## src/rtl/cbfp_denorm.sv

```systemverilog
// rtl/cbfp_denorm.sv - CBFP denormaliser: restores 16-lane normalised FFT blocks to full scale
//
// Purpose
//   Inverse of the CBFP normaliser at the FFT output. Per-block shift amounts
//   arrive ahead of the data and wait in an exponent FIFO. Each incoming
//   16-lane block pops one entry. Every lane is sign-extended and scaled up by
//   IN_W-NORM_W bits, then arithmetically shifted right by the block exponent.
//   Real lanes use exp_re and imaginary lanes use exp_im. The data path is a
//   two-stage pipeline that accepts one block per cycle and has no backpressure.
//
// Optional build macro
//   CBFP_DENORM_ROUND_EN - when defined, the right shift rounds half-up and the
//   result saturates to signed IN_W. Latency is 2 cycles in both builds.
//
// Port summary
//   i_clk, i_rst     clock (rising edge) and asynchronous active-high reset
//   i_exp_valid      push {i_exp_re, i_exp_im} into the exponent FIFO
//   i_exp_re/_im     block shift amounts (0..2^SHIFT_W-1)
//   o_exp_full       FIFO holds DEPTH entries
//   o_exp_count      FIFO occupancy
//   i_din_valid      16-lane block present this cycle
//   i_din_real/_imag packed signed NORM_W lanes; lane i at [i*NORM_W +: NORM_W]
//   i_err_clr        clears the sticky error flags
//   o_valid_out      restored block valid (2 cycles after i_din_valid)
//   o_dout_real/_imag packed signed IN_W lanes; they hold their value while idle
//   o_ovf_err        sticky: exponent push dropped because the FIFO was full
//   o_udf_err        sticky: block arrived with no exponent available

module cbfp_denorm #(
  parameter int IN_W    = 23,
  parameter int NORM_W  = 13,
  parameter int SHIFT_W = 5,
  parameter int DEPTH   = 8
) (
  input  logic                       i_clk,
  input  logic                       i_rst,
  input  logic                       i_exp_valid,
  input  logic [SHIFT_W-1:0]         i_exp_re,
  input  logic [SHIFT_W-1:0]         i_exp_im,
  output logic                       o_exp_full,
  output logic [$clog2(DEPTH):0]     o_exp_count,
  input  logic                       i_din_valid,
  input  logic [16*NORM_W-1:0]       i_din_real,
  input  logic [16*NORM_W-1:0]       i_din_imag,
  input  logic                       i_err_clr,
  output logic                       o_valid_out,
  output logic [16*IN_W-1:0]         o_dout_real,
  output logic [16*IN_W-1:0]         o_dout_imag,
  output logic                       o_ovf_err,
  output logic                       o_udf_err
);

  localparam int LANES = 16;
  localparam int AW    = $clog2(DEPTH);
  localparam int CW    = AW + 1;
  localparam int LSH   = IN_W - NORM_W;

  // ---------------------------------------------------------------------------
  // Lane arithmetic: scale up by LSH, then shift right by the block exponent.
  // The scaled value always fits in IN_W bits, so the truncating build needs
  // no saturation.
  // ---------------------------------------------------------------------------
  function automatic logic [IN_W-1:0] f_denorm(input logic [NORM_W-1:0] d,
                                               input logic [SHIFT_W-1:0] e);
`ifdef CBFP_DENORM_ROUND_EN
    logic signed [IN_W+1:0] x;
    logic signed [IN_W+1:0] b;
    logic signed [IN_W+1:0] s;
    logic        [IN_W-1:0] r;
    x = {{(IN_W+2-NORM_W){d[NORM_W-1]}}, d};
    x = x <<< LSH;
    if (int'(e) >= IN_W) begin
      // |x| < 2^(IN_W-1) <= 2^(e-1): x plus the half-LSB bias lies in [0, 2^e),
      // so the rounded result is always 0. Handling it here keeps the bias
      // inside the IN_W+2 intermediate.
      r = '0;
    end else begin
      b = '0;
      if (e != '0) begin
        b = {{(IN_W+1){1'b0}}, 1'b1} << (e - SHIFT_W'(1));
      end
      s = (x + b) >>> e;
      // Saturate to signed IN_W if the top three bits disagree.
      if ((s[IN_W+1:IN_W-1] == 3'b000) || (s[IN_W+1:IN_W-1] == 3'b111)) begin
        r = s[IN_W-1:0];
      end else if (s[IN_W+1]) begin
        r = {1'b1, {(IN_W-1){1'b0}}};
      end else begin
        r = {1'b0, {(IN_W-1){1'b1}}};
      end
    end
    return r;
`else
    logic signed [IN_W:0] x;
    logic signed [IN_W:0] y;
    x = {{(IN_W+1-NORM_W){d[NORM_W-1]}}, d};
    x = x <<< LSH;
    // An arithmetic shift of 31 collapses the value to its sign (0 or -1).
    y = x >>> e;
    return y[IN_W-1:0];
`endif
  endfunction

  // ---------------------------------------------------------------------------
  // Exponent FIFO
  // ---------------------------------------------------------------------------
  logic [SHIFT_W-1:0] r_fifo_re [DEPTH];
  logic [SHIFT_W-1:0] r_fifo_im [DEPTH];
  logic [AW-1:0]      r_wr_ptr;
  logic [AW-1:0]      r_rd_ptr;
  logic [CW-1:0]      r_count;
  logic               r_ovf_err;
  logic               r_udf_err;

  logic               w_empty;
  logic               w_full;
  logic               w_pop;
  logic               w_bypass;
  logic               w_push;
  logic               w_ovf_set;
  logic               w_udf_set;
  logic [SHIFT_W-1:0] w_sel_re;
  logic [SHIFT_W-1:0] w_sel_im;

  assign w_empty   = (r_count == '0);
  assign w_full    = (r_count == CW'(DEPTH));
  assign w_pop     = i_din_valid && !w_empty;
  // An exponent that arrives with a block while the FIFO is empty is consumed
  // directly and never stored.
  assign w_bypass  = i_din_valid && w_empty && i_exp_valid;
  // A full FIFO still accepts a push in a cycle that also pops.
  assign w_push    = i_exp_valid && !w_bypass && (!w_full || w_pop);
  assign w_ovf_set = i_exp_valid && w_full && !w_pop;
  assign w_udf_set = i_din_valid && w_empty && !i_exp_valid;

  always_comb begin
    w_sel_re = '0;
    w_sel_im = '0;
    if (!w_empty) begin
      w_sel_re = r_fifo_re[r_rd_ptr];
      w_sel_im = r_fifo_im[r_rd_ptr];
    end else if (i_exp_valid) begin
      w_sel_re = i_exp_re;
      w_sel_im = i_exp_im;
    end
  end

  always_ff @(posedge i_clk) begin
    if (w_push) begin
      r_fifo_re[r_wr_ptr] <= i_exp_re;
      r_fifo_im[r_wr_ptr] <= i_exp_im;
    end
  end

  always_ff @(posedge i_clk or posedge i_rst) begin
    if (i_rst) begin
      r_wr_ptr  <= '0;
      r_rd_ptr  <= '0;
      r_count   <= '0;
      r_ovf_err <= 1'b0;
      r_udf_err <= 1'b0;
    end else begin
      if (w_push) r_wr_ptr <= r_wr_ptr + AW'(1);
      if (w_pop)  r_rd_ptr <= r_rd_ptr + AW'(1);
      case ({w_push, w_pop})
        2'b10:   r_count <= r_count + CW'(1);
        2'b01:   r_count <= r_count - CW'(1);
        default: r_count <= r_count;
      endcase
      // A new error in the same cycle as a clear keeps the flag set.
      if (w_ovf_set)      r_ovf_err <= 1'b1;
      else if (i_err_clr) r_ovf_err <= 1'b0;
      if (w_udf_set)      r_udf_err <= 1'b1;
      else if (i_err_clr) r_udf_err <= 1'b0;
    end
  end

  // ---------------------------------------------------------------------------
  // Stage 1: capture the block and its exponents. Exponents default to 0 on
  // underflow.
  // ---------------------------------------------------------------------------
  logic                 r_s1_valid;
  logic [16*NORM_W-1:0] r_s1_real;
  logic [16*NORM_W-1:0] r_s1_imag;
  logic [SHIFT_W-1:0]   r_s1_exp_re;
  logic [SHIFT_W-1:0]   r_s1_exp_im;

  always_ff @(posedge i_clk or posedge i_rst) begin
    if (i_rst) begin
      r_s1_valid  <= 1'b0;
      r_s1_real   <= '0;
      r_s1_imag   <= '0;
      r_s1_exp_re <= '0;
      r_s1_exp_im <= '0;
    end else begin
      r_s1_valid <= i_din_valid;
      if (i_din_valid) begin
        r_s1_real   <= i_din_real;
        r_s1_imag   <= i_din_imag;
        r_s1_exp_re <= w_sel_re;
        r_s1_exp_im <= w_sel_im;
      end
    end
  end

  // ---------------------------------------------------------------------------
  // Stage 2: per-lane restore. Outputs update only for valid blocks.
  // ---------------------------------------------------------------------------
  logic               r_valid_out;
  logic [16*IN_W-1:0] r_dout_real;
  logic [16*IN_W-1:0] r_dout_imag;

  always_ff @(posedge i_clk or posedge i_rst) begin
    if (i_rst) begin
      r_valid_out <= 1'b0;
      r_dout_real <= '0;
      r_dout_imag <= '0;
    end else begin
      r_valid_out <= r_s1_valid;
      if (r_s1_valid) begin
        for (int i = 0; i < LANES; i++) begin
          r_dout_real[i*IN_W +: IN_W] <= f_denorm(r_s1_real[i*NORM_W +: NORM_W], r_s1_exp_re);
          r_dout_imag[i*IN_W +: IN_W] <= f_denorm(r_s1_imag[i*NORM_W +: NORM_W], r_s1_exp_im);
        end
      end
    end
  end

  assign o_exp_full  = w_full;
  assign o_exp_count = r_count;
  assign o_valid_out = r_valid_out;
  assign o_dout_real = r_dout_real;
  assign o_dout_imag = r_dout_imag;
  assign o_ovf_err   = r_ovf_err;
  assign o_udf_err   = r_udf_err;

endmodule

```

## config.mk

```make
export PLATFORM = sky130hd
export DESIGN_NAME = cbfp_denorm
export DESIGN_NICKNAME = d
export VERILOG_FILES = /design/src/rtl/cbfp_denorm.sv
export SDC_FILE = /design/constraint.sdc
export NUM_CORES = 2
export LEC_CHECK = 0
export BUFFER_PORTS_ARGS = -buffer_cell sky130_fd_sc_hd__buf_2
export CAP_MARGIN = 25
export CORE_AREA = 2 2 460 462
export DETAILED_ROUTE_END_ITERATION = 7
export DIE_AREA = 0 0 462 464
export SLEW_MARGIN = 20
export SYNTH_ARGS = -nofsm -noshare
export SYNTH_HDL_FRONTEND = slang
export SYNTH_SLANG_ARGS = --single-unit
```

## constraint.sdc

```tcl
create_clock -name i_clk -period 76 [get_ports i_clk]
set_clock_uncertainty 0.05 [all_clocks]
set_input_delay 3.8 -clock i_clk [delete_from_list [all_inputs] [get_ports i_clk]]
set_output_delay 3.8 -clock i_clk [all_outputs]
set_load 0.03 [all_outputs]
```

==> results by group <==
Outcome
  • Status: completed

Cells and area
  • Register Area: between 30000 and 40000 sq um
  • Area of the multi-input gates: 38400 sq um
  • Layout cells sized above 1: 0.331
  • Cell area after layout: 86600 sq um
  • Area delta synth->final: 18.0%
  • Filler Cells Inserted: around 20k
  • Net count, final: between 8k and 9k
  • Fin cells: approximately 11k

Synthesis
  • Mean Syn Cell Area: about 10 sq um
  • Async S/R FF share, synth: 0.936
  • Post-synth EDFFs: 80
  • Syn. warnings: 0
  • Cell taking the most area after synthesis: dfrtp_1
  • Synth Instances: 7195
  • Post-synth top flop: dfrtp_1
  • Top cell type's share of synthesized area: 0.401
  • Synthesized area: ~73000 sq um
  • Post-Syn Nets: roughly 7.6k
  • Synth Register Bits: between 1k and 1.5k
  • Synth unique cells: 74
  • Synth top area cells: dfrtp_1 40%, mux2_2 12%, mux2i_1 6.6%, mux4_2 5.5%, nor2_1 4.7%
  • Sequential share of the synthesized area: 0.434

STA
  • Worst slew pin tran: 1.35 ns
  • Max Clk Rate: 155 MHz
  • Slew margin rel.: 0.0891
  • Final Hold Viols: 0
  • Final min period: 6.47 ns
  • Final worst slack: 69.53 ns
  • Setup_tns: 0 ns
  • Slew Limit Fails: 0
  • RSZ-0062 raised after global routing: no
  • Final setup fails: 0
  • Period utilization: 0.0851
  • Hold WS: about 0.43 ns

Detailed routing
  • Final wirelength: ~420000 um
  • WL per Instance: 38.2 um
  • ANT nets after route: 0
  • DR vias: 70.2k
  • DRC viols: 0
  • Vias per inst: 6.39
  • 1st-pass router iterations: 7
  • Initial drt markers: approximately 10k

Setup path
  • Crit Path Class: input pin to asynchronous set/reset pin
  • Worst-path maximum fanout: around 150
  • Data arrival, critical path: approximately 7.2 ns
  • Data required time of the worst path: 76.75 ns
  • Setup crit start kind: input pin
  • Critical path capture point type: asynchronous set/reset pin

Hold path
  • Hold Crit Class: flop to flop

Floorplanning
  • Horiz. Die Dim: approximately 460 um
  • Die Y: approximately 460 um
  • Initial core utilization: 0.351
  • Die ar.: around 210000 sq um
  • Rows: approximately 170
  • Placeable Area: approximately 210000 sq um
  • # IOs: 1175

Clock network
  • # hold bufs at CTS: 0
  • Total CTS buffers: about 150
  • Setup Fix Bufs, Post-CTS: 0
  • Clk buf depth: 3
  • Clk_lat worst skew: 0.86 ns
  • CTS tree: built
  • H-tree levels: 4
  • Post-CTS Resized: 0
  • CTS clock-pin slew for the worst setup and hold paths: 0.06 ns
  • Root Driver: clkbuf_16
  • CTS sink count: approximately 1.3k

Placement
  • Cell count after placement: 10.7k
  • DP Wirelength: between 300000 and 400000 um
  • Placer Congestion: just over 1
  • Pre-CTS WS: 68.55 ns
  • Port bufs: between 1k and 1.5k
  • Post-DP Area: between 80000 and 90000 sq um

Global route
  • Global-route wire length before repair: about 560000 um
  • Total Routing Usage GR: 0.378
  • Grt ovf: 0
  • Largest net degree at the start of global routing: approximately 160
  • Initial antenna violation count: 83
  • Vias in the first global route: between 60k and 70k

Run
  • Total of max-cap violations: 0

Pwr
  • Pleak: 36.6 nW
  • PD cells: approximately 53 nW/um^2
  • Worst VDD drop: 0.0305 mV
## layer usage
| layer | GRT usage | wire length (um) |
|---|---|---|
| met2 | 0.494 | 162000 |
| met4 | 0.236 | 31000 |
| met1 | 0.498 | 165000 |
| met3 | 0.174 | 61200 |
| met5 | 0 | 530 |
## worst paths after layout
path / from / to / slack, ns / depth (start not counted)
worst max-delay path: i_rst / o_dout_real[301] / 69.53 / 5
worst min-delay path: o_dout_real[174] / o_dout_real[174] / 0.43 / 1
max in group i_clk: o_exp_count[1] / o_exp_full / 69.83 / 3
min in group asynchronous: i_rst / o_dout_imag[159] / 3.07 / 2
worst min register to register: o_dout_real[174] / o_dout_real[174] / 0.43 / 1
worst max register to register: r_s1_exp_re[2] / o_dout_real[128] / 70.69 / 8
## worst max-delay path, cell delays in order
cell and delay, ns:
buf_2 0.13, inv_8 0.53, buf_4 0.81, buf_4 0.78, buf_12 0.46
## placed cells by master, fill, tap and decap left out, drive strengths merged, types with 10 or more instances in the layout
cell type / synthesis / layout
a211o: 11 / 11
a211oi: 50 / 50
a21o: 18 / 18
a21oi: 539 / 539
a221o: 21 / 21
a221oi: 225 / 225
a222oi: 35 / 35
a22o: 45 / 45
a22oi: 11 / 11
a31oi: 67 / 67
a32oi: 10 / 10
and2: 38 / 38
buf: 281 / 1357
bufinv: 0 / 10
clkbuf: 390 / 217
clkinv: 2 / 44
dfrtp: 1176 / 1176
diode: 0 / 26
edfxtp: 80 / 80
inv: 33 / 38
mux2: 811 / 811
mux2i: 482 / 482
mux4: 179 / 179
nand2: 712 / 712
nand2b: 60 / 60
nand3: 13 / 13
nor2: 923 / 923
nor2b: 32 / 32
nor3: 37 / 37
o211ai: 52 / 52
o21a: 80 / 80
o21ai: 364 / 364
o221a: 17 / 17
o221ai: 47 / 47
o22a: 10 / 10
o22ai: 130 / 130
o2bb2ai: 107 / 107
or2: 22 / 22
or3: 13 / 13
## power breakdown
part / switching (mW) / internal [mW] / leakage, nW
sequential: 0.277 / 0.890 / 14.5
combinational: 1.91 / 0.772 / 19.6
clock: 0.325 / 0.431 / 2.51
## sequential cells by signal, indices dropped and copies added, names as in the netlist
| register | count |
|---|---|
| o_dout_imag | 368 |
| o_dout_real | 368 |
| r_s1_imag | 208 |
| r_s1_real | 208 |
| r_fifo_im | 40 |
| r_fifo_re | 40 |
| r_s1_exp_im | 5 |
| r_s1_exp_re | 5 |
| o_exp_count | 4 |
| r_rd_ptr | 3 |
| r_wr_ptr | 3 |
| o_ovf_err | 1 |
| o_udf_err | 1 |
| o_valid_out | 1 |
| r_s1_valid | 1 |
## synthesized netlist by cell type, types with 47 or more instances
cell type,n
edfxtp_1,80
o221ai_1,47
a211oi_1,50
o211ai_1,52
nand2_1,708
a31oi_1,67
dfrtp_1,1176
mux2i_1,481
o21ai_0,357
o2bb2ai_1,107
mux4_2,179
clkbuf_1,387
a21oi_1,538
o21a_1,80
o22ai_1,130
nor2_1,919
a221oi_1,224
mux2_2,799
buf_4,87
buf_2,122
nand2b_1,60
## metrics by stage
step | utilization | total power [mW]
2_1_floorplan | - | 2.63
6_report | 0.414 | 4.61
4_1_cts | 0.413 | 4.50
3_3_place_gp | 0.388 | 3.71
3_5_place_dp | 0.388 | 3.73
5_1_grt | 0.414 | 4.72
## logic make-up (layout without fill, tap and decap cells)
group | Yosys count | count (layout) | share of synthesized area
adders and majority gates | 5 | 5 | 0.000853
xor gates and xnor gates | 9 | 9 | 0.00107
DFF | 1256 | 1256 | 0.434
other | 0 | 26 | 0
muxes | 1472 | 1472 | 0.246
and+or+nand+nor | 1866 | 1866 | 0.104
buffers and inverters | 706 | 1668 | 0.0455
AOI/OAI and AO/OA | 1881 | 1881 | 0.170
## cell type report
cell class / count / share of cell area
multi-input cells: 5233 / 0.443
flip-flops and latches: 1256 / 0.368
repair buffers: 1363 / 0.0863
clock buffers: 211 / 0.0491
well taps: 2805 / 0.0405
clock inverters: 59 / 0.0103
inverters: 35 / 0.00169
diodes: 26 / 0.000751
Note: power is estimated with default switching activity, not from simulation.
